[src/rtl/apb_master_if.sv]
`default_nettype none
// ============================================================================
// apb_master_if : command/response port and APB requester bus of apb_master
// Revision      : 1.0 - initial release
// ============================================================================
interface apb_master_if #(
  parameter int AW = 32,
  parameter int DW = 32
);
  logic          cmd_valid;
  logic          cmd_ready;
  logic          cmd_write;
  logic [AW-1:0] cmd_addr;
  logic [DW-1:0] cmd_wdata;

  logic          rsp_valid;
  logic [DW-1:0] rsp_rdata;
  logic          rsp_err;
  logic          rsp_timeout;

  logic          PSEL;
  logic          PENABLE;
  logic          PWRITE;
  logic [AW-1:0] PADDR;
  logic [DW-1:0] PWDATA;
  logic [DW-1:0] PRDATA;
  logic          PREADY;
  logic          PSLVERR;

  modport master (
    input  cmd_valid, cmd_write, cmd_addr, cmd_wdata, PRDATA, PREADY, PSLVERR,
    output cmd_ready, rsp_valid, rsp_rdata, rsp_err, rsp_timeout,
           PSEL, PENABLE, PWRITE, PADDR, PWDATA
  );

  modport slave (
    output cmd_valid, cmd_write, cmd_addr, cmd_wdata, PRDATA, PREADY, PSLVERR,
    input  cmd_ready, rsp_valid, rsp_rdata, rsp_err, rsp_timeout,
           PSEL, PENABLE, PWRITE, PADDR, PWDATA
  );
endinterface
`default_nettype wire

[src/rtl/apb_master.sv]
`default_nettype none
// ============================================================================
// apb_master : valid/ready command to single APB SETUP/ACCESS transfer
// Revision   : 1.0 - initial release
// ============================================================================
module apb_master #(
  parameter int AW      = 32,
  parameter int DW      = 32,
  parameter int TIMEOUT = 16
) (
  input  logic          PCLK,
  input  logic          PRESET,
  apb_master_if.master  bus
);
  localparam logic [1:0] S_IDLE   = 2'd0;
  localparam logic [1:0] S_SETUP  = 2'd1;
  localparam logic [1:0] S_ACCESS = 2'd2;

  logic [1:0]    state_q, state_d;
  logic          timeout_hit;
  logic          pwrite_q, pwrite_d;
  logic [AW-1:0] paddr_q, paddr_d;
  logic [DW-1:0] pwdata_q, pwdata_d;
  logic          rsp_valid_q, rsp_valid_d;
  logic [DW-1:0] rsp_rdata_q, rsp_rdata_d;
  logic          rsp_err_q, rsp_err_d;
  logic          rsp_timeout_q, rsp_timeout_d;

  // Wait counter exists only when a timeout is configured; it saturates at the abort point.
  if (TIMEOUT != 0) begin : g_timeout
    localparam int CW = $clog2(TIMEOUT + 1);
    localparam logic [CW-1:0] C_LAST = CW'(TIMEOUT - 1);
    logic [CW-1:0] wait_q, wait_d;

    always_comb begin
      wait_d = wait_q;
      if (state_q == S_SETUP)
        wait_d = '0;
      else if (state_q == S_ACCESS && !bus.PREADY)
        wait_d = wait_q + CW'(1);
    end

    always_ff @(posedge PCLK) begin
      if (PRESET) wait_q <= '0;
      else        wait_q <= wait_d;
    end

    assign timeout_hit = (state_q == S_ACCESS) && !bus.PREADY && (wait_q == C_LAST);
  end else begin : g_no_timeout
    assign timeout_hit = 1'b0;
  end

  always_ff @(posedge PCLK) begin
    if (PRESET) state_q <= S_IDLE;
    else        state_q <= state_d;
  end

  always_comb begin
    state_d = state_q;
    case (state_q)
      S_IDLE:   if (bus.cmd_valid) state_d = S_SETUP;
      S_SETUP:  state_d = S_ACCESS;
      S_ACCESS: if (bus.PREADY || timeout_hit) state_d = S_IDLE;
      default:  state_d = S_IDLE;
    endcase
  end

  always_comb begin
    bus.cmd_ready = (state_q == S_IDLE) && !PRESET;
    bus.PSEL      = (state_q == S_SETUP) || (state_q == S_ACCESS);
    bus.PENABLE   = (state_q == S_ACCESS);
  end

  always_comb begin
    pwrite_d      = pwrite_q;
    paddr_d       = paddr_q;
    pwdata_d      = pwdata_q;
    rsp_valid_d   = 1'b0;
    rsp_rdata_d   = rsp_rdata_q;
    rsp_err_d     = rsp_err_q;
    rsp_timeout_d = rsp_timeout_q;
    if (state_q == S_IDLE && bus.cmd_valid) begin
      pwrite_d = bus.cmd_write;
      paddr_d  = bus.cmd_addr;
      if (bus.cmd_write) pwdata_d = bus.cmd_wdata;
    end
    if (state_q == S_ACCESS) begin
      if (bus.PREADY) begin
        rsp_valid_d   = 1'b1;
        rsp_rdata_d   = pwrite_q ? '0 : bus.PRDATA;
        rsp_err_d     = bus.PSLVERR;
        rsp_timeout_d = 1'b0;
      end else if (timeout_hit) begin
        rsp_valid_d   = 1'b1;
        rsp_rdata_d   = '0;
        rsp_err_d     = 1'b1;
        rsp_timeout_d = 1'b1;
      end
    end
  end

  always_ff @(posedge PCLK) begin
    if (PRESET) begin
      pwrite_q      <= 1'b0;
      paddr_q       <= '0;
      pwdata_q      <= '0;
      rsp_valid_q   <= 1'b0;
      rsp_rdata_q   <= '0;
      rsp_err_q     <= 1'b0;
      rsp_timeout_q <= 1'b0;
    end else begin
      pwrite_q      <= pwrite_d;
      paddr_q       <= paddr_d;
      pwdata_q      <= pwdata_d;
      rsp_valid_q   <= rsp_valid_d;
      rsp_rdata_q   <= rsp_rdata_d;
      rsp_err_q     <= rsp_err_d;
      rsp_timeout_q <= rsp_timeout_d;
    end
  end

  assign bus.PWRITE      = pwrite_q;
  assign bus.PADDR       = paddr_q;
  assign bus.PWDATA      = pwdata_q;
  assign bus.rsp_valid   = rsp_valid_q;
  assign bus.rsp_rdata   = rsp_rdata_q;
  assign bus.rsp_err     = rsp_err_q;
  assign bus.rsp_timeout = rsp_timeout_q;
endmodule
`default_nettype wire

[src/flat_wrapper.sv]
// flat-port wrapper written by rule: the top's interface ports become plain ports
module apb_master_flat 
#(
  parameter int AW      = 32,
  parameter int DW      = 32,
  parameter int TIMEOUT = 16
)
  (PCLK, PRESET, bus_cmd_valid, bus_cmd_write, bus_cmd_addr, bus_cmd_wdata, bus_PRDATA, bus_PREADY, bus_PSLVERR, bus_cmd_ready, bus_rsp_valid, bus_rsp_rdata, bus_rsp_err, bus_rsp_timeout, bus_PSEL, bus_PENABLE, bus_PWRITE, bus_PADDR, bus_PWDATA);
  apb_master_if #(.AW(AW), .DW(DW)) bus_i ();
  input  logic PCLK;
  input  logic PRESET;
  input wire logic [$bits(bus_i.cmd_valid)-1:0] bus_cmd_valid;
  input wire logic [$bits(bus_i.cmd_write)-1:0] bus_cmd_write;
  input wire logic [$bits(bus_i.cmd_addr)-1:0] bus_cmd_addr;
  input wire logic [$bits(bus_i.cmd_wdata)-1:0] bus_cmd_wdata;
  input wire logic [$bits(bus_i.PRDATA)-1:0] bus_PRDATA;
  input wire logic [$bits(bus_i.PREADY)-1:0] bus_PREADY;
  input wire logic [$bits(bus_i.PSLVERR)-1:0] bus_PSLVERR;
  output wire logic [$bits(bus_i.cmd_ready)-1:0] bus_cmd_ready;
  output wire logic [$bits(bus_i.rsp_valid)-1:0] bus_rsp_valid;
  output wire logic [$bits(bus_i.rsp_rdata)-1:0] bus_rsp_rdata;
  output wire logic [$bits(bus_i.rsp_err)-1:0] bus_rsp_err;
  output wire logic [$bits(bus_i.rsp_timeout)-1:0] bus_rsp_timeout;
  output wire logic [$bits(bus_i.PSEL)-1:0] bus_PSEL;
  output wire logic [$bits(bus_i.PENABLE)-1:0] bus_PENABLE;
  output wire logic [$bits(bus_i.PWRITE)-1:0] bus_PWRITE;
  output wire logic [$bits(bus_i.PADDR)-1:0] bus_PADDR;
  output wire logic [$bits(bus_i.PWDATA)-1:0] bus_PWDATA;
  assign bus_i.cmd_valid = bus_cmd_valid;
  assign bus_i.cmd_write = bus_cmd_write;
  assign bus_i.cmd_addr = bus_cmd_addr;
  assign bus_i.cmd_wdata = bus_cmd_wdata;
  assign bus_i.PRDATA = bus_PRDATA;
  assign bus_i.PREADY = bus_PREADY;
  assign bus_i.PSLVERR = bus_PSLVERR;
  assign bus_cmd_ready = bus_i.cmd_ready;
  assign bus_rsp_valid = bus_i.rsp_valid;
  assign bus_rsp_rdata = bus_i.rsp_rdata;
  assign bus_rsp_err = bus_i.rsp_err;
  assign bus_rsp_timeout = bus_i.rsp_timeout;
  assign bus_PSEL = bus_i.PSEL;
  assign bus_PENABLE = bus_i.PENABLE;
  assign bus_PWRITE = bus_i.PWRITE;
  assign bus_PADDR = bus_i.PADDR;
  assign bus_PWDATA = bus_i.PWDATA;
  apb_master #(.AW(AW), .DW(DW), .TIMEOUT(TIMEOUT)) u_core (.PCLK(PCLK), .PRESET(PRESET), .bus(bus_i));
endmodule
[config.mk]
export PLATFORM = sky130hd
export DESIGN_NAME = apb_master_flat
export DESIGN_NICKNAME = d
export VERILOG_FILES = /design/src/rtl/apb_master_if.sv /design/src/rtl/apb_master.sv /design/src/flat_wrapper.sv
export SDC_FILE = /design/constraint.sdc
export NUM_CORES = 1
export LEC_CHECK = 0
export ABC_AREA = 1
export CAP_MARGIN = 20
export CORE_AREA = 8 8 105 107
export CTS_BUF_LIST = sky130_fd_sc_hd__clkbuf_2
export DETAILED_ROUTE_END_ITERATION = 16
export DIE_AREA = 0 0 113 115
export PLACE_DENSITY_LB_ADDON = 0.3
export SYNTH_ARGS = -nofsm -noshare
export SYNTH_HDL_FRONTEND = slang
export SYNTH_SLANG_ARGS = --single-unit
[constraint.sdc]
create_clock -name PCLK -period 2.64 [get_ports PCLK]
set_clock_uncertainty 0.15 [all_clocks]
set_input_delay 0.528 -clock PCLK [delete_from_list [all_inputs] [get_ports PCLK]]
set_output_delay 0.528 -clock PCLK [all_outputs]
set_load 0.005 [all_outputs]
==> key figures <==
Run status
  – Status: finished, final reports clean

STA
  – Worst slew margin: 40.5%
  – Worst Tran Pin Value: 0.892 ns
  – Period utilization: 94.8%
  – Final min period: 2.50 ns
  – Setup violators final: 0
  – Slew Limit Fails: 0
  – TNS Setup: 0 ns
  – Max Fclk: 0.400 GHz
  – Final Hold Fails: 0
  – RSZ-0062 raised after global routing: no

Synth
  – Cell Area, Synth: 0.00400 mm²
  – Synth Area in Adders: 1.88%
  – Mean Syn Cell Area: 7.86 µm²
  – Yosys warning total: 0
  – Cell variety after synth: 22
  – Post-Syn Instances: 509
  – Compound-Gate Fraction of Synth Area: 13.7%
  – Flop and latch count out of synthesis: 107
  – Simple-gate area share of the yosys netlist: 23.8%
  – Syn_nets: 617
  – Largest family of logic cells by synthesized area: simple AND/OR/NAND/NOR gates
  – Post-Synth XOR/XNOR Area: 0%
  – Post-synthesis mux area share: 0%
  – Register area share after synthesis: 53.6%

Power
  – Clock network fraction of design power: 18.0%
  – Sw Ratio: 31.3%
  – Psw: 1.29 mW
  – Worst vdd ir: 0.000454 V
  – Pwr per Cell Area: 662 mW/mm²
  – Leak: 2.40 nW
  – Share of total power in sequential cells: 48.0%
  – Comb pwr share: 34.0%
  – Internal power: 2.83 mW

Floorplan
  – Chip Height: 115 µm
  – Core area: 0.00946 mm²
  – Initial Util: 42.3%
  – IO Count: 205
  – Chip width: 113 µm
  – Row count: 36
  – Die Area: 0.0130 mm²

Setup path
  – CP Data Arrival Time: 1.82 ns
  – Worst-path fanout max: 3
  – CP max-delay cell: clkdlybuf4s50_1
  – Critical-path cell list: inv_1, ha_2, clkdlybuf4s50_1
  – Reg-to-reg setup timing slack: 0.75 ns
  – Start point of the critical path: u_core.state_q[0]
  – Critical Path End: bus_PSEL
  – Worst setup EP type: primary output
  – Required @ worst endpoint: 1.96 ns
  – Startpoint types: flip-flop
  – RR Startpoint: u_core.g_timeout.wait_q[1]
  – Largest stage delay, worst path: 0.50 ns
  – Worst R2R Path Depth: 9
  – Crit path kind: flip-flop to primary output
  – Reg2Reg Capture Point: u_core.bus.rsp_rdata[29]

Min path
  – Hold Crit Start: u_core.bus.rsp_rdata[24]
  – Worst min path class: flip-flop to flip-flop

Clock tree
  – TritonCTS Buffers: 9
  – CTS hold repair buffers: 0
  – Clock sinks: 107
  – CTS H-Tree Depth: 3
  – Clock slew at reported path FFs: 0.25 ns
  – CTS tree: built
  – CTS Buffer Depth: 2
  – Latest clock arrival within the worst-skew pair: 0.52 ns
  – Post CTS Setup Buffer Count: 0
  – CTS resizes: 2
  – Root Buffer Master: clkbuf_2

Final layout
  – Final #Nets: 806
  – Most frequent cells in the layout: 203 x clkdlybuf4s50_1, 141 x nor2_1, 106 x dfxtp_1, 56 x o21ai_0, 46 x nand2_1
  – Register area: 0.00214 mm²
  – Multi-input logic area: 0.00158 mm²
  – Diode count: 0
  – Commonest non-fill, non-tap cell in the layout: clkdlybuf4s50_1
  – Layout area overhead: 55.5%
  – Final Core Density: 65.7%
  – # fillers: 798
  – Share of cells above drive strength 1: 4.84%

Route
  – DRT Pass-1 Iters: 4
  – Initial DRC count: 227
  – DRT antenna net count: 0
  – Vias: 4,003
  – WL/cell: 15.8 µm
  – Residual DRC: 0
  – Post-Route WL: 12.9 mm
  – Via density: 4.90

GRT
  – Vias in the first global route: 4,117
  – Largest net degree at the start of global routing: 66
  – Grt ovf: 0
  – Antenna violations before repair: 0
  – Total GRT Usage: 19.8%
  – First-pass GRT wire length: 20.8 mm

Run
  – Max-cap violations: 0

Placed design
  – Port bufs: 204
  – Dpl hpwl: 9.80 mm
  – GPL Wtd Cong: 0.745
==> logic make-up (layout without fill, tap and decap cells) <==
family,count (synthesis),after routing
and+or+nand+nor,228,228
AOI/OAI and AO/OA,107,107
DFF,107,107
buffers and inverters,61,255
adders and majority gates,6,6
==> power groups by stage <==
stage	clock [mW]	sequential [mW]	combinational, mW
4_1_cts	0.775	1.97	1.42
2_1_floorplan	0	2.02	0.599
5_1_grt	0.852	2.01	1.56
6_report	0.741	1.98	1.40
3_3_place_gp	0	1.99	1.38
3_5_place_dp	0	2.01	1.42
==> worst max-delay path: cells and delay by family (launching register included) <==
kind,cells,cell delay [ns]
buffers and inverters,2,0.59
flip-flops,1,0.41
adder cells (fa/ha/maj),1,0.31
==> cell usage after synthesis <==
master | instances | area share [%]
nor2_1 | 141 | 13
dfxtp_1 | 107 | 54
o21ai_0 | 56 | 7.0
nand2_1 | 46 | 4.3
a21oi_1 | 36 | 4.5
nand4_1 | 29 | 4.5
inv_1 | 22 | 2.1
clkbuf_1 | 16 | 1.5
buf_2 | 14 | 1.8
o21ai_1 | 13 | 1.6
nand3_1 | 8 | 1.0
ha_1 | 6 | 1.9
buf_6 | 4 | 1.1
inv_2 | 2 | 0.19
nor3_1 | 2 | 0.25
buf_1 | 1 | 0.094
buf_4 | 1 | 0.19
clkbuf_2 | 1 | 0.13
nand2_2 | 1 | 0.16
nor2_4 | 1 | 0.28
o21ai_4 | 1 | 0.41
o21bai_1 | 1 | 0.19
==> state kept, by name (all words and copies together) (netlist names) <==
register                 flops
u_core.bus.PADDR            32
u_core.bus.rsp_rdata        32
u_core.state_q               2
u_core.bus.rsp_valid         1
u_core.g_timeout.wait_q      5
u_core.bus.PWRITE            1
u_core.bus.rsp_err           1
u_core.bus.rsp_timeout       1
u_core.bus.PWDATA           32
==> metal layers <==
layer  share of wire [%]  track usage [%]  vias up
li1                    -                -     2041
met1                  38             21.1     1802
met2                  50             34.8      130
met3                 8.0             6.36       30
met4                 3.6             10.2        0
met5                   0                0        -
==> per-stage QoR <==
stage	cells	hold slack [ns]	cell area [µm²]	setup WS, ns	total power [mW]
finish	817	0.329	6220	0.138	4.12
global route	817	0.291	6220	0.000484	4.41
CTS	817	0.307	6220	0.0434	4.17
detailed placement	801	0.304	6100	0.236	3.43
global placement	801	0.285	6100	0.244	3.37
floorplan	509	0.294	4000	0.918	2.62
==> area by class of cell <==
| cell class | instances | share of cell area [%] |
|---|---|---|
| clock inverter | 6 | 1.07 |
| clock buffer | 10 | 0.805 |
| multi-input combinational | 341 | 25.4 |
| tap | 114 | 2.29 |
| timing repair buffer | 215 | 34.5 |
| sequential | 107 | 34.5 |
| inverter | 24 | 1.45 |
==> worst min path at each step <==
stage	to	slack, ns	depth (start not counted)
floorplan	u_core.bus.rsp_err	0.29	2
global placement	u_core.bus.rsp_err	0.29	2
detailed placement	u_core.bus.rsp_rdata[28]	0.30	2
CTS	u_core.bus.PWDATA[21]	0.31	3
global route	u_core.bus.PWDATA[22]	0.29	3
finish	u_core.bus.rsp_rdata[24]	0.33	2
Power figures use the tool's default switching activity.
